===== src/rtl/dcom_buffer_wr_arbiter_if.sv =====
// Requester-side and dcom data-buffer-side signals of the buffer write arbiter.
// The arbiter uses the slave view; the environment uses the master view.
interface dcom_buffer_wr_arbiter_if #(
    parameter int G_NUM_REQ = 4,
    parameter int G_ADDR_W  = 12,
    parameter int G_DATA_W  = 64,
    parameter int G_BE_W    = 8
);
    logic [G_NUM_REQ-1:0]          req_write_i;
    logic [G_NUM_REQ-1:0]          req_last_i;
    logic [G_NUM_REQ*G_ADDR_W-1:0] req_address_i;
    logic [G_NUM_REQ*G_DATA_W-1:0] req_writedata_i;
    logic [G_NUM_REQ*G_BE_W-1:0]   req_byteenable_i;
    logic [G_NUM_REQ-1:0]          req_waitrequest_o;
    logic [G_ADDR_W-1:0]           buf_address_o;
    logic                          buf_write_o;
    logic [G_DATA_W-1:0]           buf_writedata_o;
    logic [G_BE_W-1:0]             buf_byteenable_o;
    logic                          buf_waitrequest_i;
    logic [G_NUM_REQ-1:0]          grant_o;
    logic                          busy_o;
    logic                          timeout_o;

    modport slave (
        input  req_write_i, req_last_i, req_address_i, req_writedata_i, req_byteenable_i,
        input  buf_waitrequest_i,
        output req_waitrequest_o, buf_address_o, buf_write_o, buf_writedata_o, buf_byteenable_o,
        output grant_o, busy_o, timeout_o
    );

    modport master (
        output req_write_i, req_last_i, req_address_i, req_writedata_i, req_byteenable_i,
        output buf_waitrequest_i,
        input  req_waitrequest_o, buf_address_o, buf_write_o, buf_writedata_o, buf_byteenable_o,
        input  grant_o, busy_o, timeout_o
    );
endinterface


===== src/rtl/dcom_buffer_wr_arbiter.sv =====
// Round-robin arbiter sharing the dcom data-buffer write slave between several
// Avalon-MM write masters, with a per-grant burst cap and an idle-owner timeout.
module dcom_buffer_wr_arbiter #(
    parameter int G_NUM_REQ      = 4,
    parameter int G_ADDR_W       = 12,
    parameter int G_DATA_W       = 64,
    parameter int G_BE_W         = 8,
    parameter int G_MAX_BURST    = 16,
    parameter int G_IDLE_TIMEOUT = 32
) (
    input logic clock_sink_clk,
    input logic reset_sink_reset,
    dcom_buffer_wr_arbiter_if.slave bus
);
    localparam int PTR_W = (G_NUM_REQ > 1) ? $clog2(G_NUM_REQ) : 1;

    typedef enum logic {S_IDLE, S_OWN} state_t;

    state_t               state_reg;
    logic [G_NUM_REQ-1:0] grant_reg;
    logic [PTR_W-1:0]     owner_reg;
    logic [PTR_W-1:0]     rr_ptr_reg;
    logic [7:0]           word_cnt_reg;
    logic [7:0]           idle_cnt_reg;
    logic                 timeout_reg;

    logic [G_ADDR_W-1:0]  req_addr [G_NUM_REQ];
    logic [G_DATA_W-1:0]  req_data [G_NUM_REQ];
    logic [G_BE_W-1:0]    req_be   [G_NUM_REQ];
    logic [PTR_W-1:0]     cand_idx [G_NUM_REQ];

    logic                 own;
    logic                 own_write;
    logic                 accept;
    logic                 last_hit;
    logic                 burst_hit;
    logic                 idle_hit;
    logic                 release_now;
    logic                 pick_valid;
    logic [PTR_W-1:0]     pick_idx;
    logic [PTR_W-1:0]     rr_ptr_next;

    // cand_idx[i] is the requester examined at circular offset i from rr_ptr
    for (genvar gi = 0; gi < G_NUM_REQ; gi++) begin : g_req
        assign req_addr[gi] = bus.req_address_i[gi*G_ADDR_W +: G_ADDR_W];
        assign req_data[gi] = bus.req_writedata_i[gi*G_DATA_W +: G_DATA_W];
        assign req_be[gi]   = bus.req_byteenable_i[gi*G_BE_W +: G_BE_W];
        assign cand_idx[gi] = PTR_W'((int'(rr_ptr_reg) + gi) % G_NUM_REQ);
        assign bus.req_waitrequest_o[gi] =
            (own && owner_reg == PTR_W'(gi)) ? bus.buf_waitrequest_i : 1'b1;
    end

    // Scan from the far end so the smallest offset with a request wins
    always_comb begin
        pick_valid = 1'b0;
        pick_idx   = '0;
        for (int i = G_NUM_REQ - 1; i >= 0; i--) begin
            if (bus.req_write_i[cand_idx[i]]) begin
                pick_valid = 1'b1;
                pick_idx   = cand_idx[i];
            end
        end
    end

    assign own         = (state_reg == S_OWN);
    assign own_write   = bus.req_write_i[owner_reg];
    assign accept      = own && own_write && !bus.buf_waitrequest_i;
    assign last_hit    = accept && bus.req_last_i[owner_reg];
    assign burst_hit   = accept && (word_cnt_reg == 8'(G_MAX_BURST - 1));
    assign idle_hit    = own && !own_write && (idle_cnt_reg == 8'(G_IDLE_TIMEOUT - 1));
    assign release_now = last_hit || burst_hit || idle_hit;
    assign rr_ptr_next = (owner_reg == PTR_W'(G_NUM_REQ - 1)) ? '0 : owner_reg + 1'b1;

    assign bus.buf_write_o      = own && own_write;
    assign bus.buf_address_o    = req_addr[owner_reg];
    assign bus.buf_writedata_o  = req_data[owner_reg];
    assign bus.buf_byteenable_o = req_be[owner_reg];
    assign bus.grant_o          = grant_reg;
    assign bus.busy_o           = own;
    assign bus.timeout_o        = timeout_reg;

    always_ff @(posedge clock_sink_clk or posedge reset_sink_reset) begin
        if (reset_sink_reset) begin
            state_reg    <= S_IDLE;
            grant_reg    <= '0;
            owner_reg    <= '0;
            rr_ptr_reg   <= '0;
            word_cnt_reg <= '0;
            idle_cnt_reg <= '0;
            timeout_reg  <= 1'b0;
        end else begin
            timeout_reg <= 1'b0;
            case (state_reg)
                S_IDLE: begin
                    if (pick_valid) begin
                        state_reg    <= S_OWN;
                        owner_reg    <= pick_idx;
                        grant_reg    <= {{(G_NUM_REQ-1){1'b0}}, 1'b1} << pick_idx;
                        word_cnt_reg <= '0;
                        idle_cnt_reg <= '0;
                    end
                end
                default: begin
                    if (accept && word_cnt_reg != 8'(G_MAX_BURST))
                        word_cnt_reg <= word_cnt_reg + 8'd1;
                    if (own_write)
                        idle_cnt_reg <= '0;
                    else if (idle_cnt_reg != 8'(G_IDLE_TIMEOUT))
                        idle_cnt_reg <= idle_cnt_reg + 8'd1;
                    // Forced and timeout releases leave the requester unaware; it simply re-arbitrates
                    if (release_now) begin
                        state_reg    <= S_IDLE;
                        grant_reg    <= '0;
                        rr_ptr_reg   <= rr_ptr_next;
                        word_cnt_reg <= '0;
                        idle_cnt_reg <= '0;
                        timeout_reg  <= idle_hit;
                    end
                end
            endcase
        end
    end
endmodule


===== src/flat_wrapper.sv =====
// flat-port wrapper written by rule: the top's interface ports become plain ports
module dcom_buffer_wr_arbiter_flat 
#(
    parameter int G_NUM_REQ      = 4,
    parameter int G_ADDR_W       = 12,
    parameter int G_DATA_W       = 64,
    parameter int G_BE_W         = 8,
    parameter int G_MAX_BURST    = 16,
    parameter int G_IDLE_TIMEOUT = 32
)
  (clock_sink_clk, reset_sink_reset, bus_req_write_i, bus_req_last_i, bus_req_address_i, bus_req_writedata_i, bus_req_byteenable_i, bus_buf_waitrequest_i, bus_req_waitrequest_o, bus_buf_address_o, bus_buf_write_o, bus_buf_writedata_o, bus_buf_byteenable_o, bus_grant_o, bus_busy_o, bus_timeout_o);
  dcom_buffer_wr_arbiter_if #(.G_NUM_REQ(G_NUM_REQ), .G_ADDR_W(G_ADDR_W), .G_DATA_W(G_DATA_W), .G_BE_W(G_BE_W)) bus_i ();
  input logic clock_sink_clk;
  input logic reset_sink_reset;
  input wire logic [$bits(bus_i.req_write_i)-1:0] bus_req_write_i;
  input wire logic [$bits(bus_i.req_last_i)-1:0] bus_req_last_i;
  input wire logic [$bits(bus_i.req_address_i)-1:0] bus_req_address_i;
  input wire logic [$bits(bus_i.req_writedata_i)-1:0] bus_req_writedata_i;
  input wire logic [$bits(bus_i.req_byteenable_i)-1:0] bus_req_byteenable_i;
  input wire logic [$bits(bus_i.buf_waitrequest_i)-1:0] bus_buf_waitrequest_i;
  output wire logic [$bits(bus_i.req_waitrequest_o)-1:0] bus_req_waitrequest_o;
  output wire logic [$bits(bus_i.buf_address_o)-1:0] bus_buf_address_o;
  output wire logic [$bits(bus_i.buf_write_o)-1:0] bus_buf_write_o;
  output wire logic [$bits(bus_i.buf_writedata_o)-1:0] bus_buf_writedata_o;
  output wire logic [$bits(bus_i.buf_byteenable_o)-1:0] bus_buf_byteenable_o;
  output wire logic [$bits(bus_i.grant_o)-1:0] bus_grant_o;
  output wire logic [$bits(bus_i.busy_o)-1:0] bus_busy_o;
  output wire logic [$bits(bus_i.timeout_o)-1:0] bus_timeout_o;
  assign bus_i.req_write_i = bus_req_write_i;
  assign bus_i.req_last_i = bus_req_last_i;
  assign bus_i.req_address_i = bus_req_address_i;
  assign bus_i.req_writedata_i = bus_req_writedata_i;
  assign bus_i.req_byteenable_i = bus_req_byteenable_i;
  assign bus_i.buf_waitrequest_i = bus_buf_waitrequest_i;
  assign bus_req_waitrequest_o = bus_i.req_waitrequest_o;
  assign bus_buf_address_o = bus_i.buf_address_o;
  assign bus_buf_write_o = bus_i.buf_write_o;
  assign bus_buf_writedata_o = bus_i.buf_writedata_o;
  assign bus_buf_byteenable_o = bus_i.buf_byteenable_o;
  assign bus_grant_o = bus_i.grant_o;
  assign bus_busy_o = bus_i.busy_o;
  assign bus_timeout_o = bus_i.timeout_o;
  dcom_buffer_wr_arbiter #(.G_NUM_REQ(G_NUM_REQ), .G_ADDR_W(G_ADDR_W), .G_DATA_W(G_DATA_W), .G_BE_W(G_BE_W), .G_MAX_BURST(G_MAX_BURST), .G_IDLE_TIMEOUT(G_IDLE_TIMEOUT)) u_core (.clock_sink_clk(clock_sink_clk), .reset_sink_reset(reset_sink_reset), .bus(bus_i));
endmodule

===== config.mk =====
export PLATFORM = sky130hd
export DESIGN_NAME = dcom_buffer_wr_arbiter_flat
export DESIGN_NICKNAME = d
export VERILOG_FILES = /design/src/rtl/dcom_buffer_wr_arbiter_if.sv /design/src/rtl/dcom_buffer_wr_arbiter.sv /design/src/flat_wrapper.sv
export SDC_FILE = /design/constraint.sdc
export NUM_CORES = 1
export LEC_CHECK = 0
export CAP_MARGIN = 20
export CORE_AREA = 3 3 170 172
export DETAILED_ROUTE_END_ITERATION = 7
export DIE_AREA = 0 0 173 175
export MAX_ROUTING_LAYER = met4
export PLACE_DENSITY_LB_ADDON = 0.25
export SLEW_MARGIN = 40
export SYNTH_ARGS = -nofsm -noshare
export SYNTH_HDL_FRONTEND = slang
export SYNTH_SLANG_ARGS = --single-unit

===== constraint.sdc =====
create_clock -name clock_sink_clk -period 2.6 [get_ports clock_sink_clk]
set_input_delay 0.26 -clock clock_sink_clk [delete_from_list [all_inputs] [get_ports clock_sink_clk]]
set_output_delay 0.26 -clock clock_sink_clk [all_outputs]
set_load 0.02 [all_outputs]

==> flow_metrics.tcl, run 1 <==
set metrics [dict create \
    worstPathCellList "buf_12, mux4_2, clkdlybuf4s50_1" \
    placed_cells 1096 \
    rr_endpoint "u_core.rr_ptr_reg[0]" \
    slew_viol_final 0 \
    endpoint_kind "primary output" \
    synthArstFlopShare 1.00 \
    start_util 0.132 \
    syn-cell-area_sq_um 3640 \
    vias 4654 \
    p_int_mw 3.67 \
    drc_errors 0 \
    yosysWarnings 0 \
    dpl.hpwl_microns 22600 \
    htreeDepth 1 \
    clockRootBuffer "clkbuf_16" \
    rows 61 \
    outcome "complete, no violations" \
    fin_util 0.316 \
    grt-ovfl-total 0 \
    drive_gt1_frac 0.162 \
    clock_path_buffers 2 \
    cts_resized 0 \
    critical_path_arrival_ps 2240 \
    routedWlPerCell_microns 22.9 \
    crit_slowest_cell "clkdlybuf4s50_1" \
    cp-startpoint "u_core.owner_reg[0]" \
    period_minus_slack_ps 2500 \
    grt_usage 0.164 \
    syn-num-nets 638 \
    finalCritPeriodShare 0.960 \
    rsz0062_at_grt "no" \
    synth_cell_types 48 \
    postCtsSetupRepairBufs 0 \
    crit_fanout 44 \
    drt_iter0_markers 248 \
    clkLatencyLatePin_ps 260 \
    irDropWorstVdd_mv 0.330 \
    die_area_sq_um 30300 \
    rrSetupSlack_ps 370 \
    core_sq_um 27600 \
    drt-total-wl_microns 25500 \
    syn_inst 283 \
    dr.pass1.iters 4 \
    final-hold-violation-count 0 \
    cts.sinks 26 \
    max_freq_ghz 0.400 \
    startpoint_type "register" \
    grt_max_degree 45 \
    place_congestion 0.859 \
    avgViaCountPerCell 4.17 \
    seq_power_share 0.099 \
    max_stage_delay_ps 600 \
    setup_viol_count_final 0 \
    worstSetupPathType "register to primary output" \
    syn_avg_cell_area_sq_um 12.9 \
    power_density_nw_per_um2 730 \
    swShare 0.425 \
    tns_ps 0 \
    port_buffers 441 \
    p_leak_nw 3.08 \
    clkPwrFrac 0.060 \
    p_comb_frac 0.842 \
    synth_flop_cell "dfrtp_1" \
    cap_viol_max_count 0 \
    skew_ps 2.36 \
    required_ps 2340 \
    ys_ff_latch 26 \
    grt_pass1_wl_microns 36400 \
    finalPower_mw 6.38 \
    area_delta_synth_final_pct 140 \
    tritoncts "built" \
    grt_pass1_vias 4965 \
    hp-class "input pin to asynchronous set/reset pin" \
    antenna_found_initial 14 \
    antenna_left 0 \
    ioPinCount 442 \
    r2r_start "u_core.owner_reg[0]" \
    r2r_cells 5 \
    holdBufCountCts 0 \
    cts_buffers 3 \
    clkTransAtPathRegs_ps 70 \
    worst_slew_pin_slew_ps 609 \
    instances_no_fill 1115 \
    yosysSeqAreaShare 0.179 \
    die_w_microns 173 \
    worstSetupEndpoint "bus_buf_writedata_o[29]" \
    nets 1078 \
    die_y_microns 175 \
    p_sw_mw 2.71 \
    synth_edf_count 0 \
    slew_headroom 0.594 \
]
## metrics by stage
step	instance area [sq um]	setup slack, ps	hold slack, ps
3_3_place_gp	8610	228	489
4_1_cts	8700	82.8	409
6_report	8740	103	372
5_1_grt	8730	5.67	436
2_1_floorplan	3640	456	300
3_5_place_dp	8610	207	497
## placed cells by master, fill, tap and decap left out, drive strengths merged, types with 5 or more instances in the layout
cell type and count:
nor4 5, mux4 86, buf 18, diode 15, nor2 15, a21oi 6, o21ai 12, ha 8
nand3 5, dfrtp 26, nor3 5, nand2 18, inv 12, clkdlybuf4s50 441, or3 5
## worst max-delay path: cells and delay by family, from the launching register on
family / cells / cell delay, ps
buffers and inverters: 2 / 910
multiplexers: 1 / 550
flip-flops: 1 / 450
## power by group through the flow
stage          Clock, mW  Combinational (mW)  Sequential, mW
3_5_place_dp           0                5.43           0.635
3_3_place_gp           0                5.43           0.636
2_1_floorplan          0                2.95           0.616
6_report           0.382                5.37           0.629
4_1_cts            0.390                5.44           0.629
5_1_grt            0.406                5.69           0.647
## worst min-delay path by stage
stage	from	endpoint	slack, ps	depth (start not counted)
global placement	u_core.bus.grant_o[0]	u_core.bus.grant_o[0]	490	1
floorplan	reset_sink_reset	u_core.bus.busy_o	300	1
CTS	reset_sink_reset	u_core.idle_cnt_reg[7]	410	2
detailed placement	u_core.bus.grant_o[2]	u_core.bus.grant_o[2]	500	1
finish	reset_sink_reset	u_core.idle_cnt_reg[7]	370	2
global route	reset_sink_reset	u_core.idle_cnt_reg[6]	440	2
## kinds of logic after synthesis
family / after synthesis / synth area share
adders and majority gates: 8 / 0.0275
buffers and inverters: 36 / 0.0423
and+or+nand+nor: 72 / 0.103
muxes: 92 / 0.550
DFF: 26 / 0.179
AOI/OAI and AO/OA: 44 / 0.0863
xor gates and xnor gates: 5 / 0.0120
## final cells by class
class,count,area [sq um]
antenna,15,37.5
inverter,12,45.0
sequential,26,658
timing repair buffer,459,4600
tap,378,473
fill,2802,18900
multi-input combinational,221,2840
clock buffer,4,88.8
## cells in the mapped netlist (all sizes together) (3+ instances only)
cell	instances	share of area
buf	12	0.018
ha	8	0.028
mux2	3	0.0093
and2	3	0.0058
a22o	3	0.0072
and3	4	0.0069
a21oi	6	0.0083
o21ai	12	0.017
dfrtp	26	0.18
mux4	86	0.53
mux2i	3	0.0083
nor2	15	0.015
nor4	5	0.0086
or3	5	0.0086
xnor2	4	0.0096
clkbuf	12	0.012
inv	12	0.012
nand3	5	0.0069
nor3	5	0.0069
nand2b	3	0.0052
nand2	18	0.019
o211ai	3	0.0062
## per-layer routing
metal / up-vias / share of wire / track usage
met5: - / 0 / -
met4: 0 / 0.0034 / 0.0145
met3: 4 / 0.096 / 0.0678
met2: 208 / 0.51 / 0.279
met1: 2331 / 0.39 / 0.189
li1: 2111 / - / -
No activity file was read; power rests on OpenSTA's default activity.
==> run 2: changes to the inputs <==
CORE_AREA = 3 3 171 173   (was 3 3 170 172)
DIE_AREA = 0 0 174 176   (was 0 0 173 175)
DONT_BUFFER_PORTS = 1   (was default)
==> run 2 against run 1 <==
Against the previous run: setup slack better by 260 ps; sequential share of layout area up 7.9 points; count of clock-buffer cells in the layout down 1; sequential cell count unchanged; critical path depth down 1; critical path type unchanged; largest cell class is now multi-input combinational cells.
==> flow_metrics.tcl, run 2 (synthesis results as in run 1) <==
set metrics [dict create \
    vias 3080 \
    rows 61 \
    area_delta_synth_final_pct 17.3 \
    cts.sinks 26 \
    grt_pass1_vias 3030 \
    cts_resized 0 \
    clkTransAtPathRegs_ps 70 \
    worst_slew_pin_slew_ps 731 \
    tritoncts "built" \
    skew_ps 8.49 \
    seqCellArea_sq_um 658 \
    drt-total-wl_microns 22300 \
    fin_util 0.154 \
    postCtsSetupRepairBufs 0 \
    multiInputGateArea_sq_um 2840 \
    r2r_cells 4 \
    start_util 0.131 \
    finalCritPeriodShare 0.860 \
    irDropWorstVdd_mv 1.00 \
    cts_buffers 3 \
    instances_no_fill 673 \
    max_freq_ghz 0.447 \
    drc_errors 0 \
    finalPower_mw 4.67 \
    ioPinCount 442 \
    antenna_found_initial 21 \
    clockRootBuffer "clkbuf_16" \
    layout_commonest_cell "mux4_2" \
    clock_path_buffers 2 \
    setup_viol_count_final 0 \
    rrSetupSlack_ps 480 \
    crit_fanout 70 \
    antenna_left 0 \
    dpl.hpwl_microns 20300 \
    grt_pass1_wl_microns 28200 \
    drt_iter0_markers 244 \
    tns_ps 0 \
    period_minus_slack_ps 2240 \
    hold_end "u_core.word_cnt_reg[1]" \
    cap_viol_max_count 0 \
    grt_usage 0.137 \
    endpoint_kind "primary output" \
    routedWlPerCell_microns 33.2 \
    layout_common_cells "mux4_2 (86), dfrtp_1 (24), nand2_1 (18)" \
    placed_cells 647 \
    n_fill_cell 3113 \
    grt-ovfl-total 0 \
    dr.pass1.iters 4 \
    place_congestion 0.895 \
    slew_headroom 0.510 \
    clkLatencyLatePin_ps 270 \
    r2r_start "u_core.owner_reg[1]" \
    die_w_microns 174 \
    htreeDepth 1 \
    core_sq_um 27800 \
    final-hold-violation-count 0 \
    grt_max_degree 72 \
    critical_path_arrival_ps 1980 \
    rsz0062_at_grt "no" \
    required_ps 2340 \
    outcome "complete, no violations" \
    avgViaCountPerCell 4.58 \
    die_area_sq_um 30600 \
    startpoint_type "register" \
    p_leak_nw 1.31 \
    hp-class "input pin to register" \
    whs_path_depth 3 \
    slew_viol_final 0 \
    drive_gt1_frac 0.398 \
    port_buffers 0 \
    rr_endpoint "u_core.rr_ptr_reg[0]" \
    nets 630 \
    die_y_microns 176 \
    worstSetupPathType "register to primary output" \
    power_density_nw_per_um2 1090 \
    hp-start "bus_buf_waitrequest_i" \
]
run 2: cell count changes in the layout (fill, tap and decap cells not counted), moves of 3 or more:
cell,delta
buf_12,-3
buf_4,-6
diode_2,+6
clkdlybuf4s50_1,-441
run 2: stage by stage:
| step | hold WS, ps | area [sq um] | setup slack, ps |
|---|---|---|---|
| 3_5_place_dp | 329 | 4100 | 523 |
| 2_1_floorplan | 300 | 3640 | 456 |
| 6_report | 248 | 4270 | 364 |
| 5_1_grt | 277 | 4260 | 252 |
| 4_1_cts | 31.2 | 4200 | 320 |
| 3_3_place_gp | 308 | 4100 | 584 |
run 2: how the worst max path moves through the flow:
stage,startpoint,end
3_5_place_dp,u_core.owner_reg[1],u_core.rr_ptr_reg[1]
6_report,u_core.owner_reg[0],bus_buf_writedata_o[39]
3_3_place_gp,u_core.bus.busy_o,u_core.word_cnt_reg[2]
5_1_grt,u_core.owner_reg[0],bus_buf_writedata_o[39]
2_1_floorplan,u_core.owner_reg[0],bus_buf_address_o[0]
4_1_cts,u_core.owner_reg[1],bus_buf_writedata_o[39]
run 2: metal layers:
| metal | global-route usage | wire (microns) |
|---|---|---|
| met3 | 0.103 | 3900 |
| met4 | 0.0238 | 253 |
| met1 | 0.148 | 7740 |
| met2 | 0.204 | 10400 |
| met5 | - | 0 |
run 2: layout make-up:
type,count,share of cell area
clock inverter,1,0.00703
clock buffer,3,0.0176
sequential,26,0.154
tap,378,0.111
multi-input combinational,221,0.664
antenna,21,0.0123
timing repair buffer,11,0.0237
inverter,12,0.0105
run 2: repair_timing:
item / 4_1_cts / 5_1_grt
endpoints found under the hold margin: 0 / 16
endpoints found under the setup margin: 0 / 0
hold buffers: 0 / 1
run 2: worst max-delay path, stage by stage (launching register included):
cell and delay [ps]:
dfrtp_4 470, buf_12 400, mux4_2 720
run 2: report_power, final:
| group | internal, mW | switching [mW] |
|---|---|---|
| sequential | 0.507 | 0.180 |
| combinational | 1.34 | 2.18 |
| clock | 0.307 | 0.159 |
==> run 3: changes to the inputs <==
CAP_MARGIN = default   (was 20)
PLACE_DENSITY_LB_ADDON = default   (was 0.25)
==> run 3 against run 2 <==
Against the previous run: final cell count rose by 1.2%; cell area rose by 1.4%; first-iteration DRC count rose by 30%; count of clock-buffer cells in the layout did not move; combinational power rose by 3%; via count rose by 3.2%; non-clock buffer count rose by 1; utilization rose by 0.21 points; sequential share of layout area fell by 0.21 points; maximum frequency fell by 4.6%; clock skew rose by 1.0 ps.
==> flow_metrics.tcl, run 3 (synthesis results as in run 1) <==
set metrics [dict create \
    ioPinCount 442 \
    irDropWorstVdd_mv 1.12 \
    p_leak_nw 1.33 \
    antenna_left 0 \
    grt_usage 0.156 \
    period_minus_slack_ps 2340 \
    worst_slack_ps 256 \
    drive_gt1_frac 0.400 \
    hold_end "u_core.word_cnt_reg[1]" \
    hp-class "input pin to register" \
    power_density_nw_per_um2 1100 \
    clkLatencyLatePin_ps 260 \
    skew_ps 9.54 \
    place_worst_setup_slack_ps 519 \
    dpl-instance-area_sq_um 4140 \
    worst_slew_pin_slew_ps 576 \
    rrSetupSlack_ps 510 \
    rows 61 \
    endpoint_kind "primary output" \
    layout_commonest_cell "mux4_2" \
    area_delta_synth_final_pct 18.9 \
    cap_viol_max_count 0 \
    die_w_microns 174 \
    place_congestion 0.900 \
    drt-total-wl_microns 25400 \
    antenna_found_initial 35 \
    n_fill_cell 3114 \
    r2r_start "u_core.owner_reg[1]" \
    worstSetupPathType "register to primary output" \
    critical_path_arrival_ps 2080 \
    port_buffers 0 \
    fin_util 0.156 \
    outcome "complete, no violations" \
    vias 3178 \
    fin_area_sq_um 4330 \
    dpl.hpwl_microns 23400 \
    clockRootBuffer "clkbuf_16" \
    crit_fanout 42 \
    drc_errors 0 \
    core_sq_um 27800 \
    dr.pass1.iters 5 \
    cts_buffers 3 \
    rsz0062_at_grt "no" \
    clkTransAtPathRegs_ps 70 \
    hp-start "bus_buf_waitrequest_i" \
    r2r_cells 5 \
    die_y_microns 176 \
    finalCritPeriodShare 0.901 \
    nets 631 \
    tns_ps 0 \
    clock_path_buffers 2 \
    rr_endpoint "u_core.bus.grant_o[1]" \
    setup_viol_count_final 0 \
    cts_resized 0 \
    grt-ovfl-total 0 \
    placed_cells 648 \
    drt_iter0_markers 318 \
    slew_headroom 0.616 \
    slew_viol_final 0 \
    whs_path_depth 3 \
    instances_no_fill 681 \
    routedWlPerCell_microns 37.3 \
    postCtsSetupRepairBufs 0 \
    avgViaCountPerCell 4.67 \
    grt_max_degree 90 \
    final-hold-violation-count 0 \
    layout_common_cells "mux4_2 (86), dfrtp_1 (24), nand2_1 (18)" \
    die_area_sq_um 30600 \
    htreeDepth 1 \
    grt_pass1_vias 3001 \
    cts.sinks 26 \
    start_util 0.131 \
    grt_pass1_wl_microns 31200 \
    required_ps 2340 \
    startpoint_type "register" \
    max_freq_ghz 0.427 \
    holdBufCountCts 1 \
    tritoncts "built" \
]
## run 3: cell types whose count changed in the layout (fill, tap and decap cells not counted)
| cell | before | now |
|---|---|---|
| inv_1 | 11 | 12 |
| clkinv_1 | 1 | 0 |
| buf_4 | 8 | 7 |
| diode_2 | 21 | 28 |
| buf_12 | 1 | 4 |
| buf_6 | 1 | 0 |
## run 3: worst max-delay path by stage
| stage | from | to | slack (ps) | cells past startpoint |
|---|---|---|---|---|
| after floorplan | u_core.owner_reg[0] | bus_buf_address_o[0] | 460 | 4 |
| after global placement | u_core.owner_reg[1] | u_core.bus.grant_o[3] | 540 | 5 |
| after detailed placement | bus_req_write_i[1] | u_core.bus.grant_o[1] | 520 | 5 |
| after CTS | u_core.owner_reg[0] | bus_buf_writedata_o[63] | 250 | 3 |
| after global routing | u_core.owner_reg[0] | bus_buf_writedata_o[37] | 140 | 3 |
| final | u_core.owner_reg[0] | bus_buf_writedata_o[63] | 260 | 3 |
## run 3: final cells by class
cell class / count / area (sq um) / area share
repair buffers: 12 / 143 / 0.0329
flip-flops and latches: 26 / 658 / 0.152
inverters: 12 / 45.0 / 0.0104
diodes: 28 / 70.1 / 0.0162
multi-input cells: 221 / 2840 / 0.655
clock inverters: 1 / 30.0 / 0.00694
well taps: 378 / 473 / 0.109
clock buffers: 3 / 75.1 / 0.0173
## run 3: stage by stage
step,power (mW),hold slack [ps]
3_5_place_dp,4.39,226
4_1_cts,4.82,252
5_1_grt,5.02,270
2_1_floorplan,3.56,300
6_report,4.77,250
3_3_place_gp,4.33,219
## run 3: report_power, final
part	internal, mW	leakage [nW]	switching (mW)
sequential	0.508	0.343	0.174
clock	0.307	0.0513	0.149
combinational	1.40	0.937	2.23
total	2.22	1.33	2.55
## run 3: critical path: stages, from the launching register on
cell and delay [ps]:
dfrtp_4 490, buf_12 300, buf_12 280, mux4_2 650
## run 3: per-layer routing
layer  share of wire  up-vias  track usage
li1                -     1223            -
met1            0.36     1636        0.176
met2            0.44      305        0.225
met3            0.20       14        0.127
met4          0.0061        0      0.00938
met5               0        -            -
